[config.mk]
export PLATFORM = sky130hd
export DESIGN_NAME = inst_fetch_seq
export DESIGN_NICKNAME = d
export VERILOG_FILES = /design/src/rtl/inst_fetch_seq.sv
export SDC_FILE = /design/constraint.sdc
export NUM_CORES = 1
export LEC_CHECK = 0
export BUFFER_PORTS_ARGS = -buffer_cell sky130_fd_sc_hd__buf_2
export CAP_MARGIN = 20
export CORE_UTILIZATION = 47
export DETAILED_ROUTE_END_ITERATION = 6
export GPL_TIMING_DRIVEN = 0
export PLACE_DENSITY = 0.78
export SETUP_SLACK_MARGIN = 0.02
export SYNTH_ARGS = -nofsm -noshare
export SYNTH_HDL_FRONTEND = slang
export SYNTH_SLANG_ARGS = --single-unit
[constraint.sdc]
create_clock -name clk -period 1.6 [get_ports clk]
set_input_delay 0.08 -clock clk [delete_from_list [all_inputs] [get_ports clk]]
set_output_delay 0.08 -clock clk [all_outputs]
set_load 0.01 [all_outputs]
[src/rtl/inst_fetch_seq.sv]
// inst_fetch_seq: fetch sequencer between a small combinational instruction
// ROM and the vending datapath. Walks the ROM from START_ADDR, hands each
// word over a valid/ready handshake, and stops at the end-marker word (or
// on address wrap, flagged by the sticky overrun) with a one-cycle done.
// Optional build macro: INST_FETCH_ABORT_EN adds an abort input that
// returns the sequencer to IDLE without a done pulse.
module inst_fetch_seq #(
  parameter int unsigned AW         = 3,
  parameter int unsigned IW         = 19,
  parameter int unsigned START_ADDR = 1,
  parameter logic [3:0]  END_OP     = 4'h7
) (
  input  logic          clk,
  input  logic          rst_n,
  input  logic          start,
`ifdef INST_FETCH_ABORT_EN
  input  logic          abort,
`endif
  output logic [AW-1:0] rom_addr,
  input  logic [IW-1:0] rom_dout,
  output logic [IW-1:0] instr,
  output logic          instr_valid,
  input  logic          instr_ready,
  output logic          busy,
  output logic          done,
  output logic          overrun
);

  localparam int unsigned MW = 7;
  // End marker: opcode field high bits followed by an all-ones nibble.
  localparam logic [MW-1:0] MARKER    = {END_OP[2:0], 4'hF};
  localparam logic [AW-1:0] FIRST     = AW'(START_ADDR);
  localparam logic [AW-1:0] LAST_ADDR = {AW{1'b1}};

  typedef enum logic [1:0] {
    IDLE  = 2'd0,
    FETCH = 2'd1,
    ISSUE = 2'd2,
    FIN   = 2'd3
  } state_t;

  state_t state;
  logic   is_marker;

  // Marker decode on the live ROM word.
  assign is_marker = (rom_dout[IW-1 -: MW] == MARKER);

  // A program is in flight whenever the sequencer is out of IDLE.
  assign busy = (state != IDLE);

  // Sequencer state, address walk, instruction latch and status flags.
  always_ff @(posedge clk or negedge rst_n) begin
    if (!rst_n) begin
      state       <= IDLE;
      rom_addr    <= '0;
      instr       <= '0;
      instr_valid <= 1'b0;
      done        <= 1'b0;
      overrun     <= 1'b0;
    end else begin
      done <= 1'b0;
`ifdef INST_FETCH_ABORT_EN
      if (abort) begin
        // Abort wins over start and instr_ready; overrun is left as is.
        if (state != IDLE) begin
          state       <= IDLE;
          instr_valid <= 1'b0;
          rom_addr    <= '0;
        end
      end else
`endif
      case (state)
        IDLE: begin
          if (start) begin
            rom_addr <= FIRST;
            overrun  <= 1'b0;
            state    <= FETCH;
          end
        end
        FETCH: begin
          if (is_marker) begin
            state <= FIN;
          end else begin
            instr       <= rom_dout;
            instr_valid <= 1'b1;
            state       <= ISSUE;
          end
        end
        ISSUE: begin
          if (instr_ready) begin
            instr_valid <= 1'b0;
            // Wrap is caught before the increment so it is never silent.
            if (rom_addr == LAST_ADDR) begin
              overrun  <= 1'b1;
              rom_addr <= '0;
              state    <= FIN;
            end else begin
              rom_addr <= rom_addr + AW'(1);
              state    <= FETCH;
            end
          end
        end
        FIN: begin
          done     <= 1'b1;
          rom_addr <= '0;
          state    <= IDLE;
        end
        default: state <= IDLE;
      endcase
    end
  end

endmodule

== Word-level counts from Yosys, hierarchy flattened ==
Cells that the tools add are included.

* Div/mod/pow operators: 0
* $add $sub $neg: 1
* Muxes and demuxes: 17
* Order comparisons: 0
* Shift-type cells: 0
* Bitwise logic cells: 1
* Reductions and logical operators: 10
* $mul: 0
* Equality and inequality tests: 9

{| class="wikitable"
|+ Operators by type and width
! kind !! number
|-
| 2-to-1 mux 3 bit || 3
|-
| one-hot mux 3 bit (3 select lines) || 1
|-
| inequality test 2 bit, second input constant || 4
|-
| one-hot mux 2 bit (4 select lines) || 1
|-
| == test 7 bit, second input constant || 1
|-
| 2-to-1 mux 1 bit || 7
|-
| 2-to-1 mux 2 bit || 3
|-
| AND reduction 3 bit || 2
|-
| nonzero test 2 bit || 3
|-
| == test 2 bit, second input constant || 2
|-
| one-hot mux 1 bit (2 select lines) || 2
|-
| AND reduction 2 bit || 2
|-
| AND reduction 4 bit || 1
|-
| adder 3 x 1 -> 3 bit, second input constant || 1
|-
| == test 3 bit, second input constant || 1
|-
| nonzero test 3 bit || 1
|-
| == test 2 x 1 -> 1 bit, second input constant || 1
|-
| logical NOT 2 bit || 1
|-
| NOT 1 bit || 1
|}

* Bits in registers: 27
* Logic and storage cells: 44
* Bits in latches: 0
* Input port bits: 23
* ROM bits: 0
* Memories: 0
* Memory bits (writable): 0
* Output and inout port bits: 26

== Depth between registers and ports, before layout ==
* Depth in word-level cells: 4
* Mapped depth: 5
* Mapped depth without buffers: 5

== Least setup slack after synthesis ==
No wires, ideal clock.

* Kind: flip-flop to flip-flop
* From: register state[1]
* To: register instr[10]
* Slack: 192 ps
* Setup time: 125 ps
* Cell stages (with the launch flop): 5
* Arrival: 1283 ps
* Required time: 1475 ps
* Period minus slack after synthesis: 1408 ps
* Path buffers: 1
* Path through: dfrtp_1 -> nand2b_4 -> a41oi_4 -> buf_8 -> mux2_4

* Longest elaborated chain between the ends: 2

{| class="wikitable"
|+ RTL lines
! item !! RTL line !! RTL
|-
| start, declared || 42 || <nowiki>state_t state;</nowiki>
|-
| start signal, assigned || 54 || <nowiki>state <= IDLE;</nowiki>
|-
| start signal, assigned || 77 || <nowiki>state <= FETCH;</nowiki>
|-
| start signal, assigned || 82 || <nowiki>state <= FIN;</nowiki>
|-
| == test 2 x 1 -> 1 bit || 72 || <nowiki>case (state)</nowiki>
|-
| AND reduction 2 bit (no source line) || - ||
|-
| end signal, assigned || 84 || <nowiki>instr <= rom_dout;</nowiki>
|-
| end, declared || 21 || <nowiki>output logic [IW-1:0] instr,</nowiki>
|}

Every way passes these cells.
A chain may end at the register's enable or synchronous reset.

== Worst setup path after layout ==
* From: register state[1]
* To: output port busy

* Longest elaborated chain between the ends: 1

{| class="wikitable"
|+ RTL lines
! item !! RTL line !! RTL
|-
| nonzero test 2 bit || 49 || <nowiki>assign busy = (state != IDLE);</nowiki>
|-
| end, declared || 24 || <nowiki>output logic busy,</nowiki>
|}

Every way passes these cells.

==> reports/qor.yml <==
status:
  status: "completed"
cells_and_area:
  stdcell_area_sq_um: 1670
  antenna_cells: 0
  post-route-util_pct: 72.8
  fillers: 157
  final_cell_mix: "buf_2 (48), dfrtp_1 (27), dlygate4sd3_1 (16), mux2_4 (7), mux2_2 (7)"
  layout_commonest_cell: "buf_2"
  nets: 181
  seq_area_sq_um: 676
  multiInputGateArea_sq_um: 483
  syn2layout_area_growth_pct: 39.9
  drive_above_1_share_pct: 48.4
cts:
  cts_tree: "yes"
  cts-root-buf: "clkbuf_4"
  cts_resized: 0
  clock-sinks: 27
  numCtsBuffers: 3
  ctsLongestPathBuffers: 2
  clock_latency_ns: 0.32
  clk_pin_slew_ns: 0.14
  htreeDepth: 1
drt:
  post_drt_wl_per_cell_um: 15.1
  vias_per_cell: 5.23
  top_layer: "met4"
  wl_met2_um: 1490
  wl_met1_um: 1080
  drt-initial-drc-count: 7
  firstDrtPassIters: 4
  wirelength_um: 2760
  wl_met3_um: 127
  post-route-drc-count: 0
  vias: 957
  ant_nets: 0
floorplan:
  start_util_pct: 52.1
  core_sq_um: 2300
  rows: 17
  io_pins: 49
  die_height_um: 52.4
  die-area_sq_um: 2750
  die_w_um: 52.4
place:
  port_buffers: 48
  place_congestion: 0.758
  hpwl_um: 1880
  postPlaceCellArea_sq_um: 1470
yosys:
  ys_seq_area_share_pct: 56.5
  synth_warnings: 0
  synthCells: 85
  avgSynthCellArea_sq_um: 14.1
  syn-num-nets: 110
  ys_types: 29
  ys_seq_elements: 27
  syn-cell-area_sq_um: 1200
power:
  cellLeakagePower_nw: 0.803
  irDropWorstVdd_uv: 1130
  power.density_nw_per_um2: 1770
global_routing:
  grt_pass1_vias: 942
  grt_use_total_pct: 22.2
  antenna_found_initial: 0
  grt_max_degree: 28
  grt-ovfl-total: 0
  grt_pass1_wl_um: 4280
worst_hold_path:
  hold_path.class: "in2reg"
sta:
  maxSlewViolCount: 0
  max_freq_ghz: 0.661
  worst_clock_skew_ns: 0.00454
  rsz0062_at_grt: "false"
  final.setup.tns_ns: 0
  fin_crit_sh_pct: 94.5
  max-slew-margin-rel_pct: 61.2
  post-route-min-period_ns: 1.51
  hold_violations: 0
  setup_viol: 0
  tightestPinTransition_ns: 0.582
setup_path:
  crit_chain: "clkbuf_1, or2_2, buf_2"
  crit_path_max_fanout: 10
  critical-path-slowest-cell: "dfrtp_1"
  cp.arrival_ns: 1.43
  critPathLaunchType: "register"
  cp_data_required_time_ns: 1.52
  slowest_delay_ns: 0.42
  critical_path_class: "reg2out"
  end_kind: "output port"
run:
  cap_violations: 0
[worst max-delay path, delay by kind of cell, from the launching register on]
family / cells / cell delay, ns
flip-flops: 1 / 0.42
buffers and inverters: 2 / 0.36
AND/OR/NAND/NOR: 1 / 0.34
[cell usage after synthesis (all sizes together)]
cell type | n | area, sq um
and3b | 1 | 8.76
mux2i | 1 | 10.0
and4 | 1 | 8.76
nand4 | 1 | 6.26
nor2 | 1 | 3.75
clkbuf | 2 | 7.51
a21boi | 1 | 7.51
o22ai | 3 | 18.8
nand2b | 3 | 26.3
o21ai | 1 | 5.00
buf | 2 | 26.3
o22a | 5 | 46.3
nand2 | 3 | 11.3
a41oi | 1 | 27.5
or2 | 2 | 12.5
a21oi | 3 | 15.0
o221ai | 1 | 8.76
ha | 2 | 25.0
a22oi | 1 | 7.51
nor2b | 4 | 25.0
dfrtp | 27 | 676
inv | 1 | 3.75
a31oi | 3 | 18.8
and2 | 1 | 6.26
mux2 | 14 | 184
[repair_timing]
item,4_1_cts,5_1_grt
buffers inserted,2,0
endpoints found under the setup margin,5,0
hold buffers,15,1
endpoints found under the hold margin,41,1
[per-layer routing]
metal | track usage, % | up-vias
met3 | 3.77 | 6
li1 | - | 453
met5 | 0 | -
met1 | 25.3 | 468
met2 | 39.0 | 30
met4 | 11.8 | 0
[cells by family after synthesis]
family	synth area share, %
adder cells (fa/ha/maj)	2.09
flip-flops	56.5
buffers and inverters	3.14
AO/OA/AOI/OAI	13.0
multiplexers	16.2
AND/OR/NAND/NOR	9.10
[through the flow]
step           total power, mW  std cells  setup WS [ns]  hold WS, ns
2_1_floorplan             2.11         85          0.192       -0.216
3_3_place_gp              2.54        161         0.0552        0.106
3_5_place_dp              2.63        161         0.0274        0.113
4_1_cts                   2.97        182         0.0822      0.00174
5_1_grt                   3.15        183         0.0201       0.0198
6_report                  2.97        183         0.0875       0.0286
[registers in the layout (all words and copies together) (netlist names)]
name	count
instr_valid	1
rom_addr	3
instr	19
done	1
state	2
overrun	1
[report_power, final]
part	switching [mW]	internal, mW
logic	0.668	0.810
clock network	0.189	0.0974
registers	0.204	0.997
[final cells by class]
class	count	share of cell area, %
timing repair buffer	66	24.8
sequential	27	40.4
buffer	4	2.02
multi-input combinational	53	28.9
inverter	1	0.224
tap	28	2.09
clock buffer	4	1.57
[final timing paths]
check	start	endpoint	slack (ns)	depth (start not counted)
hold / removal	rom_dout[17]	instr[17]	0.03	2
max in group asynchronous	rst_n	instr[1]	0.94	2
setup reg to reg	state[0]	instr[2]	0.12	4
setup / recovery	state[1]	busy	0.09	3
hold reg to reg	instr[12]	instr[12]	0.51	1
min in group asynchronous	rst_n	instr[8]	0.28	2
No activity file was read; power rests on OpenSTA's default activity.
